==> src/rtl/stage_fifo_wr_arb_if.sv <==
// Handshake bundle between the two dual-issue producers (P, S), the arbiter
// and the stage FIFO write port. Signal names keep the arbiter's point of
// view (_i = into the arbiter, _o = out of the arbiter).
//   slave  : arbiter side
//   master : environment side (producers + FIFO)
interface stage_fifo_wr_arb_if #(
  parameter int Width = 32
);
  logic [1:0]       p_valid_i;
  logic [Width-1:0] p_data0_i;
  logic [Width-1:0] p_data1_i;
  logic             p_lock_i;
  logic [1:0]       p_rdy_o;

  logic [1:0]       s_valid_i;
  logic [Width-1:0] s_data0_i;
  logic [Width-1:0] s_data1_i;
  logic             s_lock_i;
  logic [1:0]       s_rdy_o;

  logic [1:0]       fifo_wr_valid_o;
  logic [Width-1:0] fifo_wr_data0_o;
  logic [Width-1:0] fifo_wr_data1_o;
  logic [1:0]       fifo_wr_rdy_i;

  logic             owner_o;
  logic             locked_o;
  logic             starve_o;

  modport slave (
    input  p_valid_i, p_data0_i, p_data1_i, p_lock_i,
    input  s_valid_i, s_data0_i, s_data1_i, s_lock_i,
    input  fifo_wr_rdy_i,
    output p_rdy_o, s_rdy_o,
    output fifo_wr_valid_o, fifo_wr_data0_o, fifo_wr_data1_o,
    output owner_o, locked_o, starve_o
  );

  modport master (
    output p_valid_i, p_data0_i, p_data1_i, p_lock_i,
    output s_valid_i, s_data0_i, s_data1_i, s_lock_i,
    output fifo_wr_rdy_i,
    input  p_rdy_o, s_rdy_o,
    input  fifo_wr_valid_o, fifo_wr_data0_o, fifo_wr_data1_o,
    input  owner_o, locked_o, starve_o
  );
endinterface

==> src/rtl/stage_fifo_wr_arb.sv <==
// Arbitrates a primary (P) and secondary (S) dual-issue producer onto the
// single write port of a 2-deep dual-issue stage FIFO. Grant and data are
// combinational (zero latency); lock state and the S starvation counter
// update on the clock edge. Supports multi-cycle lock bundles and a
// starvation guard that prioritises S after MaxWait waiting cycles.
// Ports:
//   clk_i   : clock
//   rst_i   : synchronous reset, active-high (also gates all handshakes)
//   flush_i : pipeline flush (gates all handshakes, returns to UNLOCKED)
//   bus     : producer / FIFO handshake bundle (slave modport)
module stage_fifo_wr_arb #(
  parameter int Width   = 32,
  parameter int MaxWait = 8
) (
  input  logic                clk_i,
  input  logic                rst_i,
  input  logic                flush_i,
  stage_fifo_wr_arb_if.slave  bus
);

  localparam int              CntW   = $clog2(MaxWait + 1);
  localparam logic [CntW-1:0] MaxCnt = CntW'(MaxWait);

  typedef enum logic [1:0] {
    UNLOCKED,
    LOCK_P,
    LOCK_S
  } state_e;

  state_e           state_q, state_d;
  logic [CntW-1:0]  cnt_q, cnt_d;

  logic             owner;      // 0 = P, 1 = S
  logic             starve;
  logic             gate;
  logic             xfer;
  logic             own_lock;
  logic [1:0]       own_valid;
  logic [Width-1:0] own_data0;
  logic [Width-1:0] own_data1;

  // Owner selection and data mux
  always_comb begin
    starve = (cnt_q == MaxCnt);
    gate   = rst_i | flush_i;
    owner  = 1'b0;
    case (state_q)
      LOCK_P:  owner = 1'b0;
      LOCK_S:  owner = 1'b1;
      default: owner = starve ? bus.s_valid_i[0] : ~bus.p_valid_i[0];
    endcase
    own_valid = owner ? bus.s_valid_i : bus.p_valid_i;
    own_data0 = owner ? bus.s_data0_i : bus.p_data0_i;
    own_data1 = owner ? bus.s_data1_i : bus.p_data1_i;
    own_lock  = owner ? bus.s_lock_i  : bus.p_lock_i;
    xfer      = own_valid[0] & bus.fifo_wr_rdy_i[0] & ~gate;
  end

  // Outputs: the non-owner always sees rdy 00, even while a locked owner
  // presents a bubble.
  always_comb begin
    bus.fifo_wr_valid_o = gate ? 2'b00 : own_valid;
    bus.fifo_wr_data0_o = own_data0;
    bus.fifo_wr_data1_o = own_data1;
    bus.p_rdy_o         = (gate || owner)  ? 2'b00 : bus.fifo_wr_rdy_i;
    bus.s_rdy_o         = (gate || !owner) ? 2'b00 : bus.fifo_wr_rdy_i;
    bus.owner_o         = owner;
    bus.locked_o        = (state_q != UNLOCKED);
    bus.starve_o        = starve;
  end

  // Next state / starvation counter; rst/flush override is in the register.
  always_comb begin
    state_d = state_q;
    cnt_d   = cnt_q;
    if (xfer) begin
      if (own_lock) state_d = owner ? LOCK_S : LOCK_P;
      else          state_d = UNLOCKED;
    end
    if (xfer && owner) begin
      cnt_d = '0;
    end else if (bus.s_valid_i[0] && !owner && !starve) begin
      cnt_d = cnt_q + 1'b1;
    end
  end

  always_ff @(posedge clk_i) begin
    if (rst_i || flush_i) begin
      state_q <= UNLOCKED;
      cnt_q   <= '0;
    end else begin
      state_q <= state_d;
      cnt_q   <= cnt_d;
    end
  end

endmodule

==> src/flat_wrapper.sv <==
// flat-port wrapper written by rule: the top's interface ports become plain ports
module stage_fifo_wr_arb_flat 
#(
  parameter int Width   = 32,
  parameter int MaxWait = 8
)
  (clk_i, rst_i, flush_i, bus_p_valid_i, bus_p_data0_i, bus_p_data1_i, bus_p_lock_i, bus_s_valid_i, bus_s_data0_i, bus_s_data1_i, bus_s_lock_i, bus_fifo_wr_rdy_i, bus_p_rdy_o, bus_s_rdy_o, bus_fifo_wr_valid_o, bus_fifo_wr_data0_o, bus_fifo_wr_data1_o, bus_owner_o, bus_locked_o, bus_starve_o);
  stage_fifo_wr_arb_if #(.Width(Width)) bus_i ();
  input  logic clk_i;
  input  logic rst_i;
  input  logic flush_i;
  input wire logic [$bits(bus_i.p_valid_i)-1:0] bus_p_valid_i;
  input wire logic [$bits(bus_i.p_data0_i)-1:0] bus_p_data0_i;
  input wire logic [$bits(bus_i.p_data1_i)-1:0] bus_p_data1_i;
  input wire logic [$bits(bus_i.p_lock_i)-1:0] bus_p_lock_i;
  input wire logic [$bits(bus_i.s_valid_i)-1:0] bus_s_valid_i;
  input wire logic [$bits(bus_i.s_data0_i)-1:0] bus_s_data0_i;
  input wire logic [$bits(bus_i.s_data1_i)-1:0] bus_s_data1_i;
  input wire logic [$bits(bus_i.s_lock_i)-1:0] bus_s_lock_i;
  input wire logic [$bits(bus_i.fifo_wr_rdy_i)-1:0] bus_fifo_wr_rdy_i;
  output wire logic [$bits(bus_i.p_rdy_o)-1:0] bus_p_rdy_o;
  output wire logic [$bits(bus_i.s_rdy_o)-1:0] bus_s_rdy_o;
  output wire logic [$bits(bus_i.fifo_wr_valid_o)-1:0] bus_fifo_wr_valid_o;
  output wire logic [$bits(bus_i.fifo_wr_data0_o)-1:0] bus_fifo_wr_data0_o;
  output wire logic [$bits(bus_i.fifo_wr_data1_o)-1:0] bus_fifo_wr_data1_o;
  output wire logic [$bits(bus_i.owner_o)-1:0] bus_owner_o;
  output wire logic [$bits(bus_i.locked_o)-1:0] bus_locked_o;
  output wire logic [$bits(bus_i.starve_o)-1:0] bus_starve_o;
  assign bus_i.p_valid_i = bus_p_valid_i;
  assign bus_i.p_data0_i = bus_p_data0_i;
  assign bus_i.p_data1_i = bus_p_data1_i;
  assign bus_i.p_lock_i = bus_p_lock_i;
  assign bus_i.s_valid_i = bus_s_valid_i;
  assign bus_i.s_data0_i = bus_s_data0_i;
  assign bus_i.s_data1_i = bus_s_data1_i;
  assign bus_i.s_lock_i = bus_s_lock_i;
  assign bus_i.fifo_wr_rdy_i = bus_fifo_wr_rdy_i;
  assign bus_p_rdy_o = bus_i.p_rdy_o;
  assign bus_s_rdy_o = bus_i.s_rdy_o;
  assign bus_fifo_wr_valid_o = bus_i.fifo_wr_valid_o;
  assign bus_fifo_wr_data0_o = bus_i.fifo_wr_data0_o;
  assign bus_fifo_wr_data1_o = bus_i.fifo_wr_data1_o;
  assign bus_owner_o = bus_i.owner_o;
  assign bus_locked_o = bus_i.locked_o;
  assign bus_starve_o = bus_i.starve_o;
  stage_fifo_wr_arb #(.Width(Width), .MaxWait(MaxWait)) u_core (.clk_i(clk_i), .rst_i(rst_i), .flush_i(flush_i), .bus(bus_i));
endmodule
==> config.mk <==
export PLATFORM = sky130hd
export DESIGN_NAME = stage_fifo_wr_arb_flat
export DESIGN_NICKNAME = d
export VERILOG_FILES = /design/src/rtl/stage_fifo_wr_arb_if.sv /design/src/rtl/stage_fifo_wr_arb.sv /design/src/flat_wrapper.sv
export SDC_FILE = /design/constraint.sdc
export NUM_CORES = 1
export LEC_CHECK = 0
export BUFFER_PORTS_ARGS = -buffer_cell sky130_fd_sc_hd__buf_2
export CORE_AREA = 2 2 82 84
export DETAILED_ROUTE_END_ITERATION = 10
export DIE_AREA = 0 0 84 86
export SYNTH_ARGS = -nofsm -noshare
export SYNTH_HDL_FRONTEND = slang
export SYNTH_SLANG_ARGS = --single-unit
==> constraint.sdc <==
create_clock -name clk_i -period 4.55 [get_ports clk_i]
set_clock_uncertainty 0.15 [all_clocks]
set_input_delay 0.455 -clock clk_i [delete_from_list [all_inputs] [get_ports clk_i]]
set_output_delay 0.455 -clock clk_i [all_outputs]
set_load 0.01 [all_outputs]
==> results.yml <==
timing:
  max_slew_margin: 0.467
  setup_slack_ps: 1270
  setup_tns_ps: 0
  rsz0062_at_grt: "false"
  min_period_ps: 3280
  max_freq_ghz: 0.305
  report.final.slew_viol_count: 0
  finalHoldViolCount: 0
  finalSetupViolations: 0
  tightest_slew_ps: 799
  period_share: 0.720
logic_synthesis:
  ys_types: 27
  synth_top_area_frac: 0.529
  synth-edff-count: 0
  synth-xor-area-share: 0.0137
  syn-cell-area_um2: 1280
  synth_top_cell_by_area: "mux2_2"
  synthTopCellsByArea: "mux2_2 (53%), dfxtp_1 (9.4%), mux2_1 (4.4%)"
  synth_top_family_by_area: "multiplexers"
  synthesis.instances: 133
  synth_mux_area_frac: 0.596
  synthSimpleGateAreaFrac: 0.101
  synth_warnings: 0
  ys_async_sr_fraction: 0
  synth_flop_cell: "dfxtp_1"
  synth-seq-area-share: 0.0940
  synth_fa_ha_area_frac: 0.0392
  synth_compound_area_frac: 0.0774
  synth.ff_latch_count: 6
  synth_fp_nets: 276
  avgSynthCellArea_um2: 9.61
min_path:
  whs_path_depth: 2
  hold_class: "register to register"
  min_from: "u_core.state_q[1]$_SDFFE_PN0P_"
  min_to: "u_core.state_q[1]$_SDFFE_PN0P_"
power_and_ir_drop:
  power.share.clock: 0.226
  powerDensity_nw_per_um2: 152
  combinationalPowerShare: 0.626
  switching_share: 0.343
  switchingPower_mw: 0.125
  p_int_mw: 0.239
  peakVddDrop_uv: 68.6
  pwr-share-seq: 0.149
  leakagePower_nw: 1.33
floorplan:
  coreArea_um2: 6280
  pin_count: 212
  die_area_um2: 7220
  die_h_um: 86
  die_w_um: 84
  rows: 29
  floorplan.initialDensity: 0.204
clocking:
  hold_buffers: 0
  cts.repair.resized: 0
  htreeDepth: 1
  clk_latency_ps: 220
  cts_setup_buffers: 0
  cts_sinks: 6
  cts_buffers: 3
  clkTransAtPathRegs_ps: 40
  cts_tree: "yes"
  clk_path_buf_depth: 2
  cts_root_buffer: "clkbuf_8"
route:
  wl_per_cell_um: 13.2
  drt_iter0_markers: 20
  remaining_drc_errors: 0
  wl_mm: 5.51
  drt_first_pass_iters: 4
  ant_nets: 0
  vias_per_cell: 4.32
  vias: 1803
critical_path:
  reg2regPathDepth: 5
  crit_path_top_delay_cell: "inv_4"
  critical_path_buf_inv_count: 3
  r2r-start: "u_core.state_q[1]$_SDFFE_PN0P_"
  critPathTopFamily: "buffers and inverters"
  cp_cell_sequence: "inv_1 -> ha_1 -> and4bb_1 -> a211oi_4 -> nor2_2 -> inv_4 -> mux2_2 -> buf_2"
  cp_max_fo: 69
  arrival_ps: 2670
  regToRegSetupSlack_ps: 2510
  end_kind: "output pin"
  critPathKind: "register to output pin"
  max_stage_delay_ps: 560
  critPathRequiredTime_ps: 3940
  r2r-end: "u_core.state_q[0]$_SDFFE_PN0P_"
  start_kind: "register"
grt:
  antenna_found_initial: 0
  grtUsageTotal: 0.135
  grt_pass1_vias: 1720
  grt_overflow: 0
  grt_start_max_net_pins: 70
  grt_first_pass_wirelength_mm: 8.00
layout:
  nets: 485
  final_layout_size_suffix_gt1_frac: 0.815
  antenna_cells: 0
  area_growth_pct: 88.1
outcome:
  outcome: "complete, no violations"
place:
  dp_hpwl_mm: 4.85
  pre_cts_ws_ps: 1490
  gp_congestion: 0.809
  port_buffers: 211
flow_run:
  cap_violations: 0
## worst register-to-register path: cells and delay by family (launching register included)
kind	cells	cell delay [ps]
adders and majority gates	1	350
muxes	1	390
AOI/OAI and AO/OA	1	430
buffers and inverters	1	50
and+or+nand+nor	1	220
DFF	1	350
## cell type report
type                            instances  area [µm²]
Sequential cell                         6         120
Timing Repair Buffer                  211        1060
Fill cell                             672        3870
Clock buffer                            3        41.3
Inverter                                8        32.5
Multi-Input combinational cell        112        1060
Tap cell                               77        96.3
## power by group through the flow
stage | registers (mW) | clock network, mW | logic [mW]
final | 0.0542 | 0.0823 | 0.228
after global routing | 0.0543 | 0.0889 | 0.248
after CTS | 0.0542 | 0.0855 | 0.231
after detailed placement | 0.0550 | 0 | 0.230
after global placement | 0.0550 | 0 | 0.228
after floorplan | 0.0549 | 0 | 0.123
## how the worst max path moves through the flow
stage	from	end	slack (ps)	cells past startpoint
after detailed placement	bus_s_valid_i[0]	bus_fifo_wr_data0_o[14]	1490	7
after floorplan	u_core.cnt_q[0]$_SDFFE_PP0P_	bus_fifo_wr_data0_o[22]	2080	9
after global placement	bus_s_valid_i[0]	bus_fifo_wr_data0_o[14]	1530	7
final	u_core.cnt_q[0]$_SDFFE_PP0P_	bus_fifo_wr_data1_o[12]	1270	8
after global routing	u_core.cnt_q[0]$_SDFFE_PP0P_	bus_fifo_wr_data1_o[5]	1090	8
after CTS	u_core.cnt_q[0]$_SDFFE_PP0P_	bus_fifo_wr_data0_o[14]	1270	8
## Yosys cell counts (2+ instances only)
library cell  number
o211ai_1           5
mux2i_1            3
o21ai_0            3
inv_1              7
mux2_2            60
mux2_1             5
nor2_1             7
nand2_1            7
buf_8              2
a21oi_1            2
and3_1             3
buf_4              5
ha_1               4
nor2b_1            2
dfxtp_1            6
## stage by stage
| stage | util | hold slack (ps) | instances | total power, mW | cell area, µm² |
|---|---|---|---|---|---|
| detailed placement | 0.376 | 342 | 414 | 0.285 | 2360 |
| floorplan | - | 301 | 133 | 0.178 | 1280 |
| finish | 0.383 | 340 | 417 | 0.364 | 2400 |
| CTS | 0.383 | 349 | 417 | 0.371 | 2400 |
| global placement | 0.376 | 314 | 414 | 0.283 | 2360 |
| global route | 0.383 | 369 | 417 | 0.391 | 2400 |
## flip-flops by register name, indices dropped and copies added, names as in the netlist
signal,cells
u_core.cnt_q,4
u_core.state_q,2
## cell usage in the layout (no fill, tap or decap), drive strengths merged, types with 3 or more instances in the layout
master    n
and3      3
buf     211
clkbuf    3
dfxtp     6
ha        4
inv       8
mux2     65
mux2i     3
nand2     7
nor2      8
o211ai    5
o21ai     3
## cells by family after synthesis
group | Yosys count
AO/OA/AOI/OAI | 13
XOR/XNOR | 2
adder cells (fa/ha/maj) | 4
buffers and inverters | 15
flip-flops | 6
multiplexers | 68
AND/OR/NAND/NOR | 25
## per-layer routing
layer  track usage  up-vias  part of all wire
li1              -      901                 -
met1         0.163      789              0.40
met2         0.250      111              0.51
met3        0.0279        2             0.088
met4        0.0220        0            0.0040
met5             0        -                 0
Note: power is estimated with default switching activity, not from simulation.
